**config.mk**
```make
export PLATFORM = sky130hd
export DESIGN_NAME = seq_engine_sched
export DESIGN_NICKNAME = d
export VERILOG_FILES = /design/src/rtl/seq_engine_sched.sv
export SDC_FILE = /design/constraint.sdc
export NUM_CORES = 1
export LEC_CHECK = 0
export ABC_CLOCK_PERIOD_IN_PS = 3900
export BUFFER_PORTS_ARGS = -buffer_cell sky130_fd_sc_hd__clkbuf_2
export CAP_MARGIN = 20
export CORE_MARGIN = 3
export CORE_UTILIZATION = 40
export DETAILED_ROUTE_END_ITERATION = 16
export PLACE_DENSITY = 0.67
export SLEW_MARGIN = 25
export SYNTH_ARGS = -nofsm -noshare
export SYNTH_HDL_FRONTEND = slang
export SYNTH_SLANG_ARGS = --single-unit
```
**constraint.sdc**
```tcl
create_clock -name clk -period 3.9 [get_ports clk]
set_input_delay 0.39 -clock clk [delete_from_list [all_inputs] [get_ports clk]]
set_output_delay 0.39 -clock clk [all_outputs]
set_load 0.01 [all_outputs]
```
**src/rtl/seq_engine_sched.sv**
```systemverilog
// Round-robin scheduler sharing one serial Mealy sequence engine among NUM_REQ requesters.
// Define SEQ_SCHED_FLUSH_EN to return the engine to IDLE before every job.
//
// state    | meaning
// ST_IDLE  | engine parked on its self-loop value, waiting for a grant
// ST_FLUSH | walking the engine back to IDLE, Y ignored
// ST_RUN   | serializing job bits onto C, capturing Y
// ST_DONE  | one-cycle result strobe, no grant
module seq_engine_sched #(
  parameter int NUM_REQ = 4,
  parameter int DATA_W  = 16,
  parameter int LEN_W   = 5
) (
  input  logic                         clk,
  input  logic                         rst_n,
  input  logic [NUM_REQ-1:0]           req_valid,
  input  logic [NUM_REQ*DATA_W-1:0]    req_bits,
  input  logic [NUM_REQ*LEN_W-1:0]     req_len,
  output logic [NUM_REQ-1:0]           req_ready,
  output logic                         eng_c,
  input  logic                         eng_y,
  output logic                         done_valid,
  output logic [$clog2(NUM_REQ)-1:0]   done_id,
  output logic [DATA_W-1:0]            done_data,
  output logic                         busy,
  output logic                         shadow_err
);

  localparam int ID_W  = $clog2(NUM_REQ);
  localparam int ID_W1 = ID_W + 1;
  localparam int IDX_W = $clog2(DATA_W);
  localparam logic [ID_W:0]    REQ_CNT = ID_W1'(NUM_REQ);
  localparam logic [ID_W-1:0]  ID_LAST = ID_W'(NUM_REQ - 1);
  localparam logic [LEN_W-1:0] LEN_MAX = LEN_W'(DATA_W);

`ifdef SEQ_SCHED_FLUSH_EN
  localparam bit FLUSH_EN = 1'b1;
`else
  localparam bit FLUSH_EN = 1'b0;
`endif

  typedef enum logic [1:0] {ST_IDLE, ST_FLUSH, ST_RUN, ST_DONE} st_t;
  typedef enum logic [1:0] {SH_IDLE, SH_S1, SH_S2, SH_S3} sh_t;

  st_t               st;
  sh_t               shadow;
  sh_t               sh_nxt;
  logic              pred_y;
  logic [ID_W-1:0]   rr_ptr;
  logic [ID_W-1:0]   id_q;
  logic [ID_W-1:0]   gnt_id;
  logic              gnt_any;
  logic [ID_W:0]     cand;
  logic [DATA_W-1:0] bits_q;
  logic [DATA_W-1:0] data_q;
  logic [DATA_W-1:0] sel_bits;
  logic [LEN_W-1:0]  sel_len;
  logic [LEN_W-1:0]  len_cl;
  logic [LEN_W-1:0]  rem;
  logic [IDX_W-1:0]  bit_idx;
  logic [IDX_W-1:0]  nxt_idx;

  function automatic sh_t sh_step(input sh_t s, input logic c);
    case (s)
      SH_IDLE: sh_step = c ? SH_S1 : SH_IDLE;
      SH_S1:   sh_step = c ? SH_S1 : SH_S3;
      SH_S3:   sh_step = c ? SH_S2 : SH_S3;
      default: sh_step = c ? SH_S2 : SH_IDLE;
    endcase
  endfunction

  // C value that keeps the engine in its current state; its inverse steps toward IDLE
  function automatic logic hold_c(input sh_t s);
    hold_c = (s == SH_S1) || (s == SH_S2);
  endfunction

  always_comb begin
    sh_nxt  = sh_step(shadow, eng_c);
    pred_y  = (shadow == SH_S3) || ((shadow == SH_S2) && eng_c);
    nxt_idx = bit_idx + 1'b1;
    gnt_any = 1'b0;
    gnt_id  = '0;
    cand    = '0;
    // walk downward so the smallest offset from rr_ptr wins
    for (int i = NUM_REQ - 1; i >= 0; i--) begin
      cand = {1'b0, rr_ptr} + ID_W1'(i);
      if (cand >= REQ_CNT) cand = cand - REQ_CNT;
      if (req_valid[cand[ID_W-1:0]]) begin
        gnt_any = 1'b1;
        gnt_id  = cand[ID_W-1:0];
      end
    end
    sel_bits = '0;
    sel_len  = '0;
    for (int i = 0; i < NUM_REQ; i++) begin
      if (gnt_id == ID_W'(i)) begin
        sel_bits = req_bits[i*DATA_W +: DATA_W];
        sel_len  = req_len[i*LEN_W +: LEN_W];
      end
    end
    len_cl = (sel_len > LEN_MAX) ? LEN_MAX : sel_len;
  end

  always_ff @(posedge clk or negedge rst_n) begin
    if (!rst_n) begin
      st         <= ST_IDLE;
      shadow     <= SH_IDLE;
      rr_ptr     <= '0;
      id_q       <= '0;
      bits_q     <= '0;
      data_q     <= '0;
      rem        <= '0;
      bit_idx    <= '0;
      req_ready  <= '0;
      eng_c      <= 1'b0;
      done_valid <= 1'b0;
      done_id    <= '0;
      done_data  <= '0;
      busy       <= 1'b0;
      shadow_err <= 1'b0;
    end else begin
      shadow     <= sh_nxt;
      req_ready  <= '0;
      done_valid <= 1'b0;
      if (eng_y != pred_y) shadow_err <= 1'b1;
      case (st)
        ST_IDLE: begin
          eng_c <= hold_c(sh_nxt);
          if (gnt_any) begin
            req_ready <= NUM_REQ'(1) << gnt_id;
            id_q      <= gnt_id;
            bits_q    <= sel_bits;
            rem       <= len_cl;
            bit_idx   <= '0;
            data_q    <= '0;
            rr_ptr    <= (gnt_id == ID_LAST) ? '0 : gnt_id + 1'b1;
            busy      <= 1'b1;
            if (FLUSH_EN && (sh_nxt != SH_IDLE)) begin
              st    <= ST_FLUSH;
              eng_c <= ~hold_c(sh_nxt);
            end else if (len_cl != '0) begin
              st    <= ST_RUN;
              eng_c <= sel_bits[0];
            end else begin
              st         <= ST_DONE;
              done_valid <= 1'b1;
              done_id    <= gnt_id;
              done_data  <= '0;
            end
          end
        end
        ST_FLUSH: begin
          if (sh_nxt != SH_IDLE) begin
            eng_c <= ~hold_c(sh_nxt);
          end else if (rem != '0) begin
            st    <= ST_RUN;
            eng_c <= bits_q[0];
          end else begin
            st         <= ST_DONE;
            eng_c      <= hold_c(sh_nxt);
            done_valid <= 1'b1;
            done_id    <= id_q;
            done_data  <= '0;
          end
        end
        ST_RUN: begin
          data_q[bit_idx] <= eng_y;
          if (rem == LEN_W'(1)) begin
            st         <= ST_DONE;
            eng_c      <= hold_c(sh_nxt);
            done_valid <= 1'b1;
            done_id    <= id_q;
            done_data  <= data_q | (DATA_W'(eng_y) << bit_idx);
          end else begin
            rem     <= rem - 1'b1;
            bit_idx <= nxt_idx;
            eng_c   <= bits_q[nxt_idx];
          end
        end
        ST_DONE: begin
          st    <= ST_IDLE;
          busy  <= 1'b0;
          eng_c <= hold_c(sh_nxt);
        end
        default: st <= ST_IDLE;
      endcase
    end
  end

endmodule
```
# == After elaboration in Yosys (flattened, before gate mapping) ==
# Index checks and enable logic that the tools add are counted.
# word_totals
reg_bits,75
inputBits,91
wordCells,161
# op_classes
addsub,10
order_cmp,12
eq_ne,19
shift,2
muxes,82
bitwise_logic,2
reduce_logical,19
# op_table
operator,n
$mux 16,10
$pmux 16 s3,1
$mux 2,19
$mux 5,7
$pmux 16 s2,1
$mux 1,25
$bwmux 16,1
$mux 4,4
$or 16x16->16,1
$shl 1x4->16,1
$eq 2x2->1 const B,7
$lt 2x3->1 const B,4
$ne 2x2->1 const B,6
$pmux 2 s3,2
$lt 4x5->1 const B,2
$pmux 5 s2,1
$reduce_bool 5->1,2
$ge 3x3->1 const B,3
$bmux 1 s2,4
$eq 2x1->1 const B,4
$pmux 2 s4,1
$pmux 4 s2,1
$sub 2x1->2 const B,4
$add 2x2->3 const B,2
other kinds (24),33

# == Logic depth before layout (Yosys ltp) ==
# logic_depth
ltp_word,20
depth_mapped,13

# == Worst setup path before layout ==
# No wires, ideal clock.
# synth_timing
path_type,reg-to-reg
from,register rr_ptr[1]
to,register done_data[11]
setup_ns,0.079
arrival_time_ns,3.033
required_time_ns,3.821
path_slack_ns,0.788
stages_incl_launch_ff,14
path_buffers,2
period_less_slack_ns,3.112
cell_sequence,dfrtp_1 -> mux2i_1 -> nor2_1 -> nor3_1 -> inv_1 -> ha_1 -> buf_6 -> nor2_4 -> o211ai_1 -> a22oi_2 -> nand4_4 -> a211oi_4 -> buf_8 -> mux2i_1
# synth_between
elab_chain_len,19
# synth_rtl
element,line,text
from (decl),49,logic [ID_W-1:0] rr_ptr;
from (signal assigned),136,rr_ptr <= (gnt_id == ID_LAST) ? '0 : gnt_id + 1'b1;
$add 2x2->3,86,"cand = {1'b0, rr_ptr} + ID_W1'(i);"
$ge 3x3->1 or $sub 2x1->2 (tied branches),87,if (cand >= REQ_CNT) cand = cand - REQ_CNT;
$mux 2,87,
$bmux 1 s2,88,if (req_valid[cand[ID_W-1:0]]) begin
$mux 1 (not written as such),88,
$mux 2 (3 in series),88,
$mux 2 (*),88,
named net gnt_id[0],51,logic [ID_W-1:0] gnt_id;
$logic_not 2->1,96,if (gnt_id == ID_W'(i)) begin
$mux 5 (3 in series),96,
$mux 5 (*),96,
$gt 5x5->1,101,len_cl = (sel_len > LEN_MAX) ? LEN_MAX : sel_len;
$mux 5 (*),101,
$reduce_bool 5->1 (*),141,end else if (len_cl != '0) begin
$ne 2x2->1 (no line) (*),--,
$reduce_and 6->1 (no line) (*),--,
to (signal assigned),173,done_data <= data_q | (DATA_W'(eng_y) << bit_idx);
to (decl),24,"output logic [DATA_W-1:0] done_data,"
# The timed path passes the listed nets; every way through them passes the cells marked *. The select of a mux whose other input is x is not followed.
# A chain may end at the register's enable or synchronous reset.

# == Final worst setup path ==
# layout_timing
from,register rr_ptr[1]
to,register done_data[3]
# The elaborated chain is that of the path after synthesis.

==> impl_metrics.ini <==
[pwr]
leakage_nw = 2.73
p_int_mw = 2.40
pwr-share-comb_pct = 50.1
total_power_mw = 4.15
power.density_nw_per_um2 = 744
p_switching_mw = 1.75
p_clk_share_pct = 20.4
max-vdd-ir-drop_uv = 367
p_sw_share_pct = 42.1
pwr-share-seq_pct = 29.5

[clock_network]
clk_latency_ps = 340
clkTransAtPathRegs_ps = 70
clockRootBuffer = clkbuf_16
cts_hold_buffers = 0
cts_made_buffers = 9
cts_setup_buffers = 0
post_cts_resized = 0
cts.sinks = 75
cts_max_path_buffers = 2
cts_tree = built
h-tree-depth = 3

[detailed_routing]
dr_total_vias = 4084
wl_per_cell_um = 14.7
post_drt_via_cell_ratio = 5.30
highest_layer = met4
route.met2.wl_um = 5230
drt-initial-drc-count = 181
met1_length_um = 5140
drt-pass1-iter-count = 4
drc = 0
drt-total-wl_um = 11300
ant_nets = 0
met3_length_um = 809

[grt]
grt_use_total_pct = 18.3
grt_pass1_vias = 3968
overflow = 0
antenna_found_initial = 0
grt_pass1_wl_um = 19000
grt_max_degree = 76

[cells_and_area]
n_fill_cell = 1039
final_area_um2 = 5580
fin_util_pct = 50.6
drive_above_1_share_pct = 25.5
final_cells = 771
syn2layout_area_growth_pct = 21.5
n_antenna_cell = 0
final_nets = 732

[logic_synthesis]
yosys.area.top_type = dfrtp_1
synth_edf_count = 0
syn_area_um2 = 4590
syn-num-nets = 630
avgSynthCellArea_um2 = 8.77
synthTopCellsByArea = dfrtp_1 41%, mux2i_1 6.8%, a21oi_1 5.7%
yosysWarnings = 0
netlist_instances = 524
yosysTopAreaCellShare_pct = 40.8
synth_cell_types = 53
synth.ff_latch_count = 75
ys_async_sr_fraction_pct = 100
seq_area_frac_synth_pct = 40.8
ys.flop_type = dfrtp_1

[timing]
tightest_slew_ps = 867
rsz0062_at_grt = false
setup_viol = 0
min_period_ps = 3600
relSlewSlack_pct = 42.2
setup_tns_ps = 0
finalHoldViolCount = 0
finalCritPeriodShare_pct = 92.4
max_freq_mhz = 278
skew_ps = 9.24
slew_violations = 0

[worst_hold_path]
hp-class = in -> async

[job]
cap_violations = 0

[critical_path]
path_max_fanout = 19
end_kind = flop
worstSetupStartpointType = flop
cp_data_required_time_ps = 4160
worstPathArrival_ps = 3860
crit_type = reg -> reg

[place]
hpwlAfterDp_um = 8480
place_area_um2 = 5270
gp_congestion = 0.871
post-place-cells = 755
portBuffers = 116

[die]
num_rows = 38
dieArea_um2 = 12800
start_util_pct = 41.7
coreArea_um2 = 11000
io_pins = 117
fp.dieH_um = 113
fp.dieW_um = 113

[run_status]
status = finished, final reports clean
==> final timing paths <==
path	slack, ps	end	depth (start not counted)	startpoint
hold / removal	80	shadow_err$_DFFE_PN0P_	1	rst_n
min in group clk	320	bits_q[3]$_DFFE_PN0P_	3	req_bits[51]
setup reg to reg	300	done_data[3]$_DFFE_PN0P_	12	rr_ptr[1]$_DFFE_PN0P_
setup / recovery	300	done_data[3]$_DFFE_PN0P_	12	rr_ptr[1]$_DFFE_PN0P_
hold reg to reg	470	shadow_err$_DFFE_PN0P_	1	shadow_err$_DFFE_PN0P_
max in group asynchronous	3370	rem[0]$_DFFE_PN0P_	1	rst_n
==> power by group through the flow <==
stage                     clock network, mW  registers, mW  logic [mW]
after detailed placement                  0           1.23        2.09
after global routing                  0.898           1.26        2.34
after global placement                    0           1.23        2.04
after CTS                             0.864           1.22        2.09
final                                 0.846           1.22        2.08
after floorplan                           0           1.19        1.62
==> worst max-delay path, cell delays in order, from the launching register on <==
cell      delay, ps
dfrtp_1         450
mux2i_1         220
nor2_1           60
nor3_1          400
inv_1           160
ha_1            450
nand2_1         160
o211ai_1        140
a22oi_2         280
nand4_4         170
a211oi_4        610
buf_12          230
mux2i_1         210
==> Yosys cell counts (all sizes together), types with 2 or more instances <==
master and instances:
o22ai 3, nand3 21, a22oi 3, mux2i 31, nand4 5, nor4b 2
a221oi 4, nor2b 13, nor3 13, mux4 4, buf 4, ha 15
o21ai 46, nor2 47, inv 29, nand2 63, a21oi 52, mux2 9
xor2 2, o221ai 2, dfrtp 75, nand2b 9, o211ai 6, nor3b 2
nand3b 11, o22a 2, a31oi 4, and2 4, clkbuf 29
==> state kept, by name, summed over array words and instances (netlist names) <==
name and cells:
bits_q 16, data_q 16, done_data 16, rem 5, bit_idx 4, req_ready 4, done_id 2, id_q 2
rr_ptr 2, shadow 2, st 2, busy 1, done_valid 1, eng_c 1, shadow_err 1
==> cell families after synthesis <==
kind of cell	Yosys count	synth area share, %
fa+ha+maj	15	4.08
buf+inv	62	5.66
flops	75	40.8
xor+xnor	3	0.572
mux	44	11.4
compound gates	131	16.6
simple gates	194	20.8
==> cell usage in the layout (no fill, tap or decap), drive strengths merged, types with 15 or more instances in the layout <==
cell,count
a21oi,52
o21ai,46
dfrtp,75
mux2i,31
inv,30
clkbuf,124
nand2,63
ha,15
nor2,47
nand3,21
==> stage by stage <==
stage	hold slack, ps	worst slack, ps
2_1_floorplan	94.4	788
3_3_place_gp	454	543
3_5_place_dp	455	325
4_1_cts	243	315
5_1_grt	134	64.3
6_report	79.1	298
==> layout make-up <==
type                       instances  area (um^2)  area share (%)
tap                              140          175            3.14
clock buffer                       9          225            4.04
timing repair buffer             124          659            11.8
inverter                          29          109            1.95
sequential                        75         1880            33.6
multi-input combinational        387         2460            44.0
clock inverter                     7         77.6            1.39
==> metal layers <==
layer  vias to the layer above  global-route usage [%]
li1                       2027                       -
met1                      1882                    24.2
met2                       161                    30.0
met3                        14                    4.60
met4                         0                    5.13
met5                         -                       0
Power figures use the tool's default switching activity.
